--- config.mk ---
export PLATFORM = sky130hd
export DESIGN_NAME = wshb_arbiter2
export DESIGN_NICKNAME = d
export VERILOG_FILES = /design/src/rtl/wshb_arbiter2.sv
export SDC_FILE = /design/constraint.sdc
export NUM_CORES = 1
export LEC_CHECK = 0
export BUFFER_PORTS_ARGS = -buffer_cell sky130_fd_sc_hd__buf_2
export CORE_AREA = 2 2 129 131
export DETAILED_ROUTE_END_ITERATION = 7
export DIE_AREA = 0 0 131 133
export PLACE_DENSITY = 0.53
export SETUP_SLACK_MARGIN = 0.4
export SYNTH_ARGS = -nofsm -noshare
export SYNTH_HDL_FRONTEND = slang
export SYNTH_SLANG_ARGS = --single-unit
--- constraint.sdc ---
create_clock -name clk -period 7.5 [get_ports clk]
set_clock_uncertainty 0.15 [all_clocks]
set_input_delay 2.25 -clock clk [delete_from_list [all_inputs] [get_ports clk]]
set_output_delay 2.25 -clock clk [all_outputs]
set_load 0.02 [all_outputs]
--- src/rtl/wshb_arbiter2.sv ---
// wshb_arbiter2
// Two-master, one-slave Wishbone arbiter for the shared SDRAM controller port.
// Master 0 is the video framebuffer reader, which keeps cyc high while it
// streams. Master 1 is the framebuffer writer. Grants alternate round-robin.
// Each grant has a quota of MAX_BURST acknowledged transfers. Once the quota
// is used up, the grant is taken away at the next burst boundary, but only if
// the other master is waiting.
//
// Ports:
//   clk, rst          Wishbone clock, asynchronous active-high reset
//   m0_* / m1_*       master-side Wishbone buses (cyc, stb, we, adr, sel,
//                     dat_ms, cti, bte in; ack, dat_sm out)
//   s_*               slave-side Wishbone bus towards the SDRAM controller
//   grant             one-hot current owner {GNT1, GNT0}; 00 means idle
module wshb_arbiter2 #(
  parameter int MAX_BURST = 64,
  parameter int ADR_WIDTH = 32
) (
  input  logic                 clk,
  input  logic                 rst,

  input  logic                 m0_cyc,
  input  logic                 m0_stb,
  input  logic                 m0_we,
  input  logic [ADR_WIDTH-1:0] m0_adr,
  input  logic [3:0]           m0_sel,
  input  logic [31:0]          m0_dat_ms,
  input  logic [2:0]           m0_cti,
  input  logic [1:0]           m0_bte,
  output logic                 m0_ack,
  output logic [31:0]          m0_dat_sm,

  input  logic                 m1_cyc,
  input  logic                 m1_stb,
  input  logic                 m1_we,
  input  logic [ADR_WIDTH-1:0] m1_adr,
  input  logic [3:0]           m1_sel,
  input  logic [31:0]          m1_dat_ms,
  input  logic [2:0]           m1_cti,
  input  logic [1:0]           m1_bte,
  output logic                 m1_ack,
  output logic [31:0]          m1_dat_sm,

  output logic                 s_cyc,
  output logic                 s_stb,
  output logic                 s_we,
  output logic [ADR_WIDTH-1:0] s_adr,
  output logic [3:0]           s_sel,
  output logic [31:0]          s_dat_ms,
  output logic [2:0]           s_cti,
  output logic [1:0]           s_bte,
  input  logic                 s_ack,
  input  logic [31:0]          s_dat_sm,

  output logic [1:0]           grant
);

  localparam int CNT_W = $clog2(MAX_BURST + 1);
  localparam logic [CNT_W-1:0] CNT_SAT    = CNT_W'(MAX_BURST);
  localparam logic [CNT_W-1:0] QUOTA_LAST = CNT_W'(MAX_BURST - 1);

  typedef enum logic [1:0] {
    IDLE = 2'd0,
    GNT0 = 2'd1,
    GNT1 = 2'd2
  } state_t;

  state_t           state;
  state_t           state_nxt;
  logic             last;
  logic [CNT_W-1:0] ack_cnt;

  logic req0;
  logic req1;
  logic end0;
  logic end1;
  logic quota_done;

  assign req0 = m0_cyc & m0_stb;
  assign req1 = m1_cyc & m1_stb;

  // A grant may only be taken away on a classic cycle or on the final beat
  // of a burst. An incrementing burst is never broken.
  assign end0 = (m0_cti == 3'b000) || (m0_cti == 3'b111);
  assign end1 = (m1_cti == 3'b000) || (m1_cti == 3'b111);

  // Using ">=" covers two cases. The first is the ack that completes the
  // quota (count == MAX_BURST-1). The second is any later ack after the
  // counter has saturated, which happens when the quota ran out mid-burst
  // or while the other master was idle.
  assign quota_done = s_ack && (ack_cnt >= QUOTA_LAST);

  // State register. An asynchronous reset drops the slave cycle at once.
  always_ff @(posedge clk or posedge rst) begin
    if (rst) begin
      state <= IDLE;
    end else begin
      state <= state_nxt;
    end
  end

  // Grant bookkeeping. The fairness pointer and the quota counter restart
  // each time a grant is issued.
  always_ff @(posedge clk or posedge rst) begin
    if (rst) begin
      last    <= 1'b1;
      ack_cnt <= '0;
    end else if (state == IDLE && state_nxt == GNT0) begin
      last    <= 1'b0;
      ack_cnt <= '0;
    end else if (state == IDLE && state_nxt == GNT1) begin
      last    <= 1'b1;
      ack_cnt <= '0;
    end else if (state != IDLE && s_ack && ack_cnt != CNT_SAT) begin
      ack_cnt <= ack_cnt + 1'b1;
    end
  end

  // Next-state logic. Every release passes through IDLE for one cycle. That
  // gap, combined with the updated last pointer, hands the bus across.
  always_comb begin
    state_nxt = state;
    case (state)
      IDLE: begin
        if (req0 && req1) begin
          state_nxt = last ? GNT0 : GNT1;
        end else if (req0) begin
          state_nxt = GNT0;
        end else if (req1) begin
          state_nxt = GNT1;
        end
      end
      GNT0: begin
        if (!m0_cyc || (quota_done && req1 && end0)) begin
          state_nxt = IDLE;
        end
      end
      GNT1: begin
        if (!m1_cyc || (quota_done && req0 && end1)) begin
          state_nxt = IDLE;
        end
      end
      default: state_nxt = IDLE;
    endcase
  end

  // Output logic. The slave bus follows the owner indicated by the
  // registered state. Acks go only to the owner. A stray slave ack while
  // idle reaches nobody.
  always_comb begin
    s_cyc    = 1'b0;
    s_stb    = 1'b0;
    s_we     = 1'b0;
    s_adr    = '0;
    s_sel    = '0;
    s_dat_ms = '0;
    s_cti    = '0;
    s_bte    = '0;
    m0_ack   = 1'b0;
    m1_ack   = 1'b0;
    case (state)
      GNT0: begin
        s_cyc    = m0_cyc;
        s_stb    = m0_stb;
        s_we     = m0_we;
        s_adr    = m0_adr;
        s_sel    = m0_sel;
        s_dat_ms = m0_dat_ms;
        s_cti    = m0_cti;
        s_bte    = m0_bte;
        m0_ack   = s_ack;
      end
      GNT1: begin
        s_cyc    = m1_cyc;
        s_stb    = m1_stb;
        s_we     = m1_we;
        s_adr    = m1_adr;
        s_sel    = m1_sel;
        s_dat_ms = m1_dat_ms;
        s_cti    = m1_cti;
        s_bte    = m1_bte;
        m1_ack   = s_ack;
      end
      default: begin
      end
    endcase
  end

  assign m0_dat_sm = s_dat_sm;
  assign m1_dat_sm = s_dat_sm;
  assign grant     = {state == GNT1, state == GNT0};

endmodule

Word level (Yosys, flattened, before mapping) --
Cells that the tools add are included.
Word-level totals: logic and storage cells 58, flip-flop bits (word level) 10, bits of input ports 187, output and inout bits 144
Operators by class: bitwise operators 2, equal/unequal tests 7, mux-type cells 22, reductions and logical operators 22, $lt $le $gt $ge 1, $add $sub $neg 1
Operators by type and width (count):
- $pmux W32 S2 | 2
- $mux W7 | 3
- $mux W2 | 6
- $logic_and A1 B1 Y1 | 10
- $pmux W4 S2 | 1
- $add A7 B1 Y7 const B | 1
- $ge A7 B6 Y1 const B | 1
- $ne A7 B7 Y1 const B | 1
- $eq A3 B3 Y1 const B | 2
- $logic_not A3 Y1 | 2
- $pmux W1 S2 | 3
- $pmux W2 S3 | 1
- $pmux W3 S2 | 1
- $eq A2 B1 Y1 const B | 2
- $eq A2 B2 Y1 const B | 2
- $logic_or A1 B1 Y1 | 4
- $mux W1 | 4
- $pmux W2 S2 | 1
- $reduce_bool A2 Y1 | 2
- $reduce_bool A3 Y1 | 1
- $and A1 B1 Y1 | 2
- $logic_not A1 Y1 | 2
- $logic_not A2 Y1 | 1

Logic depth before layout (Yosys ltp) --
Gate-level depths: netlist of the first run.
depth after elaboration 11, gate-level depth with buffers 8

Worst setup path before layout of the first run --
OpenSTA, ideal clock, no wires.
path type in2out, start point input port m0_cyc, end point output port s_cyc, required time 5.100 ns, stages on the path 2, buffers on the path 0, setup slack 2.443 ns, arrival time 2.657 ns, cells stage by stage a22oi_1 > nor2b_1
On the way: longest elaborated chain between the ends 1
Ends and longest elaborated chain:
- from (decl) | line 22 | input logic m0_cyc,
- $pmux W1 S2 | line 161 | case (state)
- to (decl) | line 44 | output logic s_cyc,
No other way between the ends.

Worst setup path after layout of the first run --
Ends and elaborated chain as after synthesis.

==> flow_metrics.env, run 1 <==
export IMPL_synth_compound_area_share=0.312
export IMPL_worstPathArrival_ns=2.95
export IMPL_io_pins=331
export IMPL_min_from="ack_cnt[4]"
export IMPL_crit_family="compound AO/OA/AOI/OAI gates"
export IMPL_drive_gt1_frac=0.524
export IMPL_fp_dieH_um=133
export IMPL_sequentialPowerShare=0.085
export IMPL_diodes=0
export IMPL_fillers=1833
export IMPL_clkLatencyLatePin_ns=0.24
export IMPL_drt_total_wl_um=9620
export IMPL_powerDensity_nw_per_um2=305
export IMPL_ir_worst_vdd_mv=0.223
export IMPL_hp_class="reg -> reg"
export IMPL_cp_slowest_cell="a22oi_1"
export IMPL_place_gp_congestion=0.770
export IMPL_yosysSeqAreaShare=0.107
export IMPL_fin_util=0.206
export IMPL_drv_slew=0
export IMPL_switching_share=0.535
export IMPL_grt_pass1_wl_um=13200
export IMPL_area_growth_pct=41.2
export IMPL_layout_nets=667
export IMPL_vias=2871
export IMPL_maxCapViolations=0
export IMPL_synthAdderAreaFrac=0.0319
export IMPL_wire_per_inst_um=13.9
export IMPL_grt_max_degree=77
export IMPL_seq_area_sq_um=251
export IMPL_setup_viol=0
export IMPL_fmax_mhz=187
export IMPL_rsz0062_at_grt="no"
export IMPL_synth_top_area_frac=0.249
export IMPL_min_period_over_period=0.714
export IMPL_fin_setup_tns_ns=0
export IMPL_yosysWarnings=0
export IMPL_critPathCaptureType="output port"
export IMPL_start_util=0.146
export IMPL_fp_row_count=47
export IMPL_finalHoldWorstSlack_ns=0.445
export IMPL_cts_tree="built"
export IMPL_synthMuxAreaShare=0
export IMPL_synth_cells=323
export IMPL_overflow=0
export IMPL_drt_iter0_drc=110
export IMPL_slowest_delay_ns=0.33
export IMPL_clockBufferDepth=2
export IMPL_synth_top_cell_by_area="a22oi_1"
export IMPL_drcViolationCount=0
export IMPL_p_clk_frac=0.095
export IMPL_multi_input_area_sq_um=1520
export IMPL_hpwl_um=7600
export IMPL_final_design_area_no_fill_sq_um=3330
export IMPL_die_area_sq_um=17400
export IMPL_cts_inserted_buffers=3
export IMPL_antenna_found_initial=0
export IMPL_p_int_mw=0.473
export IMPL_clock_sinks=10
export IMPL_synthSimpleGateAreaFrac=0.270
export IMPL_portBuffers=234
export IMPL_pwr_share_comb=0.819
export IMPL_fp_dieW_um=131
export IMPL_slew_headroom=0.249
export IMPL_firstDrtPassIters=4
export IMPL_synth_area_top_cells="a22oi_1 25%, buf_4 20%, nor2b_1 20%"
export IMPL_leakage_nw=1.64
export IMPL_crit_start="m0_cyc"
export IMPL_hold_viol=0
export IMPL_clk_pin_slew_worst_paths_ns=0.04
export IMPL_critical_path_most_common_cell="buf_2"
export IMPL_outcome="finished, final reports clean"
export IMPL_ys_ff_latch=10
export IMPL_synthDistinctLibCells=32
export IMPL_cp_cell_sequence="buf_2, a22oi_1, nor2b_1, buf_2"
export IMPL_hold_buffers=0
export IMPL_required_ns=5.10
export IMPL_postCtsSetupRepairBufs=0
export IMPL_crit_type="in -> out"
export IMPL_finalPower_mw=1.02
export IMPL_drtAntennaViolNets=0
export IMPL_cp_start_kind="input port"
export IMPL_synth_top_family_by_area="compound AO/OA/AOI/OAI gates"
export IMPL_timing_rr_start="state[1]"
export IMPL_synth_avg_cell_area_sq_um=7.29
export IMPL_syn_nets=516
export IMPL_final_common_cell="buf_2"
export IMPL_core_area_sq_um=16200
export IMPL_grt_use_total=0.0950
export IMPL_layout_common_cells="234 x buf_2, 78 x a22oi_1, 76 x nor2b_1, 11 x nor2_1, 9 x dfrtp_1"
export IMPL_tightest_slew_ns=1.13
export IMPL_path_buf_inv=2
export IMPL_grt_pass1_vias=2572
export IMPL_path_max_fanout=4
export IMPL_cts_resized=0
export IMPL_htree_levels=1
export IMPL_via_per_inst=4.14
export IMPL_cts_root_buffer="clkbuf_16"
export IMPL_synth_area_sq_um=2360
export IMPL_synthXorXnorAreaFrac=0.0260
export IMPL_p_sw_mw=0.543
export IMPL_fin_crit_ns=5.35
export IMPL_dpl_instance_area_sq_um=3250
-- layout make-up --
type                       count  share of cell area
inverter                       5             0.00564
clock buffer                   4              0.0237
timing repair buffer         236               0.357
multi-input combinational    218               0.456
sequential                    10              0.0756
tap                          220              0.0828
-- registers in the layout (all words and copies together) (netlist names) --
name / count
ack_cnt: 7
state: 2
last: 1
-- worst reg2reg max path, cell delays in order, from the launching register on --
cell and delay (ns):
dfrtp_1 0.46, inv_1 0.12, ha_2 0.65, buf_4 0.54, a22oi_1 0.27, a31o_2 0.28, o221ai_2 0.11, nor4_1 0.10
o32a_1 0.29
-- cells by family after synthesis --
logic type,after synthesis
compound gates,97
flops,10
buf+inv,95
xor+xnor,7
fa+ha+maj,6
simple gates,108
-- metal layers --
layer | up-vias | track usage | routed length [um]
li1 | 1386 | - | -
met1 | 1288 | 0.112 | 3840
met2 | 182 | 0.168 | 4620
met3 | 15 | 0.0267 | 1050
met4 | 0 | 0.0242 | 111
met5 | - | 0 | 0
-- worst paths after layout --
| kind | to | slack (ns) | cells after the start |
|---|---|---|---|
| worst max-delay path | s_cyc | 2.15 | 4 |
| worst min-delay path | ack_cnt[4] | 0.45 | 2 |
| worst max register to register | last | 4.44 | 8 |
| worst min register to register | ack_cnt[4] | 0.45 | 2 |
| max in group asynchronous | last | 5.05 | 2 |
| min in group asynchronous | ack_cnt[4] | 1.83 | 2 |
-- power by group through the flow --
stage / clock [mW] / sequential [mW] / combinational [mW]
2_1_floorplan: 0 / 0.0826 / 0.638
3_3_place_gp: 0 / 0.0878 / 0.847
3_5_place_dp: 0 / 0.0871 / 0.842
4_1_cts: 0.0992 / 0.0863 / 0.842
5_1_grt: 0.104 / 0.0887 / 0.912
6_report: 0.0968 / 0.0867 / 0.832
-- Yosys cell counts --
| cell type | n |
|---|---|
| nand4_1 | 4 |
| o2bb2a_1 | 1 |
| nand2_1 | 5 |
| a21oi_1 | 6 |
| o221ai_2 | 1 |
| o32a_1 | 1 |
| nor4bb_1 | 1 |
| xnor2_1 | 2 |
| and2_1 | 3 |
| a22oi_1 | 78 |
| nand2b_1 | 2 |
| nor4_1 | 1 |
| a41o_1 | 1 |
| buf_1 | 2 |
| and3_1 | 1 |
| a2111oi_0 | 1 |
| a31o_2 | 2 |
| nor2b_1 | 76 |
| o21ai_0 | 1 |
| a211o_1 | 2 |
| a21oi_2 | 2 |
| ha_1 | 6 |
| or3_1 | 2 |
| xor2_1 | 5 |
| a21boi_0 | 1 |
| dfrtp_1 | 9 |
| nor2_1 | 11 |
| inv_1 | 5 |
| clkbuf_1 | 24 |
| dfstp_2 | 1 |
| nand3_1 | 2 |
| buf_4 | 64 |
-- metrics by stage --
| stage | instances | setup slack [ns] |
|---|---|---|
| 2_1_floorplan | 323 | 2.44 |
| 3_3_place_gp | 689 | 2.14 |
| 3_5_place_dp | 689 | 2.14 |
| 4_1_cts | 693 | 2.14 |
| 5_1_grt | 693 | 2.09 |
| 6_report | 693 | 2.15 |
Note: power is estimated with default switching activity, not from simulation.
==> run 2, diff against run 1 <==
--- a/config.mk
+++ b/config.mk
@@ -6,10 +6,10 @@
 export NUM_CORES = 1
 export LEC_CHECK = 0
 export BUFFER_PORTS_ARGS = -buffer_cell sky130_fd_sc_hd__buf_2
-export CORE_AREA = 2 2 129 131
+export CORE_AREA = 2 2 127 129
 export DETAILED_ROUTE_END_ITERATION = 7
-export DIE_AREA = 0 0 131 133
-export PLACE_DENSITY = 0.53
+export DIE_AREA = 0 0 129 131
+export PLACE_DENSITY = 0.56
 export SETUP_SLACK_MARGIN = 0.4
 export SYNTH_ARGS = -nofsm -noshare
 export SYNTH_HDL_FRONTEND = slang
==> constraint.sdc (replaced) <==
create_clock -name clk -period 4.5 [get_ports clk]
set_clock_uncertainty 0.15 [all_clocks]
set_input_delay 1.35 -clock clk [delete_from_list [all_inputs] [get_ports clk]]
set_output_delay 1.35 -clock clk [all_outputs]
set_load 0.02 [all_outputs]
==> run 2 against run 1 <==
Cell area is 0.75% higher. Global-route usage decreased by 0.56 points. Combinational power grew 67%. Worst setup slack got worse by 1.3 ns. Wire length fell by 5.8%. Count of clock-buffer cells in the layout unchanged. First-iteration DRC count is 13% higher. Via count fell by 0.38%. Power increased by 67%. Sequential cell count stayed put. Largest cell class unchanged.
==> flow_metrics.env, run 2 (synthesis gave the netlist of run 1 again) <==
export IMPL_via_per_inst=4.13
export IMPL_cp_start_kind="flop"
export IMPL_layout_common_cells="234 x buf_2, 78 x a22oi_1, 76 x nor2b_1, 11 x nor2_1, 9 x dfrtp_1"
export IMPL_fp_dieH_um=131
export IMPL_clk_pin_slew_worst_paths_ns=0.04
export IMPL_path_max_fanout=36
export IMPL_drtAntennaViolNets=0
export IMPL_clock_sinks=10
export IMPL_crit_type="reg -> out"
export IMPL_grt_use_total=0.0893
export IMPL_hp_class="reg -> reg"
export IMPL_cts_resized=0
export IMPL_cts_inserted_buffers=3
export IMPL_fp_dieW_um=129
export IMPL_fillers=1739
export IMPL_dp_cells=689
export IMPL_critPathCaptureType="output port"
export IMPL_cp_cell_sequence="inv_1, ha_2, buf_4, nor2b_1, buf_2"
export IMPL_cp_slowest_cell="ha_2"
export IMPL_fin_setup_tns_ns=0
export IMPL_firstDrtPassIters=4
export IMPL_worstPathArrival_ns=2.13
export IMPL_layoutNonFillerInstCount=693
export IMPL_diodes=0
export IMPL_outcome="finished, final reports clean"
export IMPL_hold_buffers=0
export IMPL_portBuffers=234
export IMPL_slowest_delay_ns=0.50
export IMPL_min_period_over_period=0.807
export IMPL_drv_slew=0
export IMPL_grt_pass1_vias=2449
export IMPL_leakage_nw=1.67
export IMPL_place_gp_congestion=0.736
export IMPL_fp_row_count=46
export IMPL_core_area_sq_um=15600
export IMPL_required_ns=3.00
export IMPL_wire_per_inst_um=13.1
export IMPL_drt_total_wl_um=9060
export IMPL_vias=2860
export IMPL_finalPower_mw=1.70
export IMPL_clkLatencyLatePin_ns=0.24
export IMPL_ir_worst_vdd_mv=0.170
export IMPL_maxCapViolations=0
export IMPL_slew_headroom=0.689
export IMPL_cts_tree="built"
export IMPL_io_pins=331
export IMPL_drt_iter0_drc=124
export IMPL_seq_area_sq_um=251
export IMPL_final_common_cell="buf_2"
export IMPL_hold_viol=0
export IMPL_fmax_mhz=275
export IMPL_fin_util=0.215
export IMPL_tightest_slew_ns=0.466
export IMPL_cts_root_buffer="clkbuf_16"
export IMPL_grt_max_degree=46
export IMPL_start_util=0.151
export IMPL_finalHoldWorstSlack_ns=0.438
export IMPL_grt_pass1_wl_um=12100
export IMPL_htree_levels=1
export IMPL_crit_family="buffers and inverters"
export IMPL_rsz0062_at_grt="no"
export IMPL_postCtsSetupRepairBufs=0
export IMPL_powerDensity_nw_per_um2=507
export IMPL_die_area_sq_um=16900
export IMPL_drive_gt1_frac=0.528
export IMPL_hpwl_um=7280
export IMPL_overflow=0
export IMPL_path_buf_inv=3
export IMPL_multi_input_area_sq_um=1520
export IMPL_largest_register="ack_cnt"
export IMPL_drcViolationCount=0
export IMPL_antenna_found_initial=0
export IMPL_setup_viol=0
export IMPL_fin_crit_ns=3.63
export IMPL_clockBufferDepth=2
export IMPL_biggestRegsByFlops="ack_cnt x7, state x2, last x1"
export IMPL_area_growth_pct=42.2
export IMPL_layout_nets=671
export IMPL_largest_register_ffs=7
[run 2: cell count changes in the layout (fill, tap and decap cells not counted)]
cell | previous run | this run
buf_4 | 2 | 6
[run 2: report_power, final]
group          switching [mW]  internal (mW)  total, mW
Sequential             0.0308          0.114      0.145
Combinational           0.830          0.563       1.39
Clock                  0.0410          0.119      0.160
[run 2: tightest hold or removal path: cells and delay by family, from the launching register on]
family           cells  cell delay, ns
XOR/XNOR             1            0.08
flip-flops           1            0.39
AND/OR/NAND/NOR      1            0.07
[run 2: per-stage QoR]
stage	area, sq um	worst slack [ns]
floorplan	2360	0.955
global placement	3270	0.966
detailed placement	3270	0.940
CTS	3350	0.810
global route	3350	0.704
finish	3350	0.870
[run 2: worst paths after layout]
path                            start    endpoint  slack (ns)  depth (start not counted)
hold / removal             ack_cnt[4]  ack_cnt[4]        0.44                          2
max in group asynchronous         rst        last        2.95                          2
setup reg to reg             state[1]  ack_cnt[1]        2.09                          8
min in group asynchronous         rst  ack_cnt[4]        0.93                          2
hold reg to reg            ack_cnt[4]  ack_cnt[4]        0.44                          2
setup / recovery             state[1]    s_cti[0]        0.87                          5
[run 2: cell type report]
cell class / instances / area share
Timing Repair Buffer: 240 / 0.363
Multi-Input combinational cell: 218 / 0.452
Inverter: 5 / 0.00560
Clock buffer: 4 / 0.0235
Sequential cell: 10 / 0.0751
Tap cell: 216 / 0.0807
[run 2: per-layer routing]
| layer | wire [um] | up-vias | share of wire | track usage |
|---|---|---|---|---|
| met2 | 4560 | 173 | 0.50 | 0.169 |
| met4 | 138 | 0 | 0.015 | 0.0205 |
| met5 | 0 | - | 0 | 0 |
| met1 | 3480 | 1274 | 0.38 | 0.104 |
| li1 | - | 1391 | - | - |
| met3 | 890 | 22 | 0.098 | 0.0167 |
==> run 3, diff against run 2 <==
--- a/config.mk
+++ b/config.mk
@@ -6,10 +6,10 @@
 export NUM_CORES = 1
 export LEC_CHECK = 0
 export BUFFER_PORTS_ARGS = -buffer_cell sky130_fd_sc_hd__buf_2
-export CORE_AREA = 2 2 127 129
+export CORE_AREA = 2 2 128 130
 export DETAILED_ROUTE_END_ITERATION = 7
-export DIE_AREA = 0 0 129 131
-export PLACE_DENSITY = 0.56
+export DIE_AREA = 0 0 130 132
+export PLACE_DENSITY = 0.53
 export SETUP_SLACK_MARGIN = 0.4
 export SYNTH_ARGS = -nofsm -noshare
 export SYNTH_HDL_FRONTEND = slang
==> constraint.sdc (replaced) <==
create_clock -name clk -period 3.5 [get_ports clk]
set_clock_uncertainty 0.15 [all_clocks]
set_input_delay 1.05 -clock clk [delete_from_list [all_inputs] [get_ports clk]]
set_output_delay 1.05 -clock clk [all_outputs]
set_load 0.02 [all_outputs]
==> run 3 against run 2 <==
Combinational power increased by 45%. Worst setup slack got worse by 0.34 ns. Hold slack gained 0.00093 ns. Global-route usage about the same. Sequential power increased by 33%. Largest power group unchanged. Die area rose by 1.5%. Non-clock buffer count grew 3. Via count is 1.9% higher.
==> flow_metrics.env, run 3 (synthesis gave the netlist of run 1 again) <==
export IMPL_cts_root_buffer="clkbuf_16"
export IMPL_largest_register="ack_cnt"
export IMPL_hp_class="reg -> reg"
export IMPL_hpwl_um=7020
export IMPL_tightest_slew_ns=0.407
export IMPL_drive_gt1_frac=0.623
export IMPL_sequentialPowerShare=0.079
export IMPL_cts_tree="built"
export IMPL_outcome="finished, final reports clean"
export IMPL_portBuffers=234
export IMPL_clock_sinks=10
export IMPL_setup_viol=0
export IMPL_path_max_fanout=60
export IMPL_maxCapViolations=0
export IMPL_fp_row_count=46
export IMPL_drv_slew=0
export IMPL_fin_crit_ns=2.97
export IMPL_powerDensity_nw_per_um2=679
export IMPL_fin_setup_tns_ns=0
export IMPL_place_gp_congestion=0.748
export IMPL_dpl_instance_area_sq_um=3400
export IMPL_grt_use_total=0.0892
export IMPL_finalHoldWorstSlack_ns=0.439
export IMPL_drtAntennaViolNets=0
export IMPL_fp_dieW_um=130
export IMPL_p_int_mw=1.22
export IMPL_critPathCaptureType="output port"
export IMPL_die_area_sq_um=17200
export IMPL_biggestRegsByFlops="ack_cnt x7, state x2, last x1"
export IMPL_start_util=0.150
export IMPL_diodes=0
export IMPL_switching_share=0.502
export IMPL_grt_pass1_wl_um=12900
export IMPL_core_area_sq_um=15700
export IMPL_cp_start_kind="flop"
export IMPL_antenna_found_initial=0
export IMPL_layout_nets=674
export IMPL_fmax_mhz=337
export IMPL_final_design_area_no_fill_sq_um=3590
export IMPL_htree_levels=1
export IMPL_via_per_inst=4.19
export IMPL_io_pins=331
export IMPL_grt_pass1_vias=2746
export IMPL_crit_type="reg -> out"
export IMPL_fp_dieH_um=132
export IMPL_min_period_over_period=0.849
export IMPL_area_growth_pct=52.6
export IMPL_p_sw_mw=1.23
export IMPL_fin_util=0.229
export IMPL_firstDrtPassIters=4
export IMPL_final_common_cell="buf_2"
export IMPL_largest_register_ffs=7
export IMPL_r2r_setup_slack_ns=1.19
export IMPL_cts_inserted_buffers=3
export IMPL_required_ns=2.30
export IMPL_rsz0062_at_grt="no"
export IMPL_p_clk_frac=0.093
export IMPL_clk_pin_slew_worst_paths_ns=0.04
export IMPL_pwr_share_comb=0.828
export IMPL_layout_common_cells="234 x buf_2, 77 x a22oi_1, 40 x nor2b_2, 36 x nor2b_1, 11 x nor2_1"
export IMPL_clockBufferDepth=2
export IMPL_worstPathArrival_ns=1.77
export IMPL_hold_viol=0
export IMPL_leakage_nw=1.74
export IMPL_slew_headroom=0.722
export IMPL_vias=2913
export IMPL_grt_max_degree=61
export IMPL_overflow=0
export IMPL_drt_iter0_drc=90
export IMPL_drt_total_wl_um=9380
export IMPL_hold_buffers=0
export IMPL_clkLatencyLatePin_ns=0.24
export IMPL_ir_worst_vdd_mv=0.495
export IMPL_drcViolationCount=0
export IMPL_wire_per_inst_um=13.5
==> run 3: worst paths after layout <==
path,startpoint,cells after the start,end
max in group asynchronous,rst,2,last
max reg2reg,state[1],8,ack_cnt[0]
max,state[1],5,s_dat_ms[3]
min in group asynchronous,rst,2,ack_cnt[3]
min,ack_cnt[6],2,ack_cnt[6]
min reg2reg,ack_cnt[6],2,ack_cnt[6]
==> run 3: area by class of cell <==
class / count / area (sq um)
fillers: 1756 / 12100
flip-flops and latches: 10 / 254
well taps: 216 / 270
multi-input cells: 218 / 1640
clock buffers: 4 / 88.8
inverters: 5 / 18.8
repair buffers: 243 / 1320
==> run 3: power by group through the flow <==
stage / combinational, mW / sequential, mW / clock, mW
3_3_place_gp: 1.92 / 0.189 / 0
6_report: 2.02 / 0.193 / 0.226
2_1_floorplan: 1.46 / 0.177 / 0
5_1_grt: 2.20 / 0.198 / 0.236
3_5_place_dp: 1.91 / 0.188 / 0
4_1_cts: 1.95 / 0.188 / 0.231
==> run 3: per-layer routing <==
| layer | GRT usage | share of wire |
|---|---|---|
| met5 | 0 | 0 |
| met4 | 0.0149 | 0.0092 |
| met3 | 0.0175 | 0.080 |
| met2 | 0.175 | 0.50 |
| met1 | 0.0977 | 0.41 |
==> run 3: critical path: stages, from the launching register on <==
cell and delay [ns]:
dfrtp_2 0.45, inv_1 0.12, ha_2 0.37, buf_12 0.20, nor2b_2 0.17, buf_2 0.17
==> run 3: per-stage QoR <==
step / setup slack, ns / instances / total power [mW]
2_1_floorplan: 0.435 / 323 / 1.64
3_3_place_gp: 0.485 / 689 / 2.11
3_5_place_dp: 0.495 / 689 / 2.10
4_1_cts: 0.371 / 693 / 2.37
5_1_grt: 0.432 / 696 / 2.63
6_report: 0.530 / 696 / 2.44
==> run 3: what timing repair did <==
item / CTS / global route
resized for setup: 4 / 7
pin swaps: 0 / 0
buffers inserted: 0 / 1
cloned: 0 / 2
endpoints found under the hold margin: 0 / 0
endpoints found under the setup margin: 75 / 61
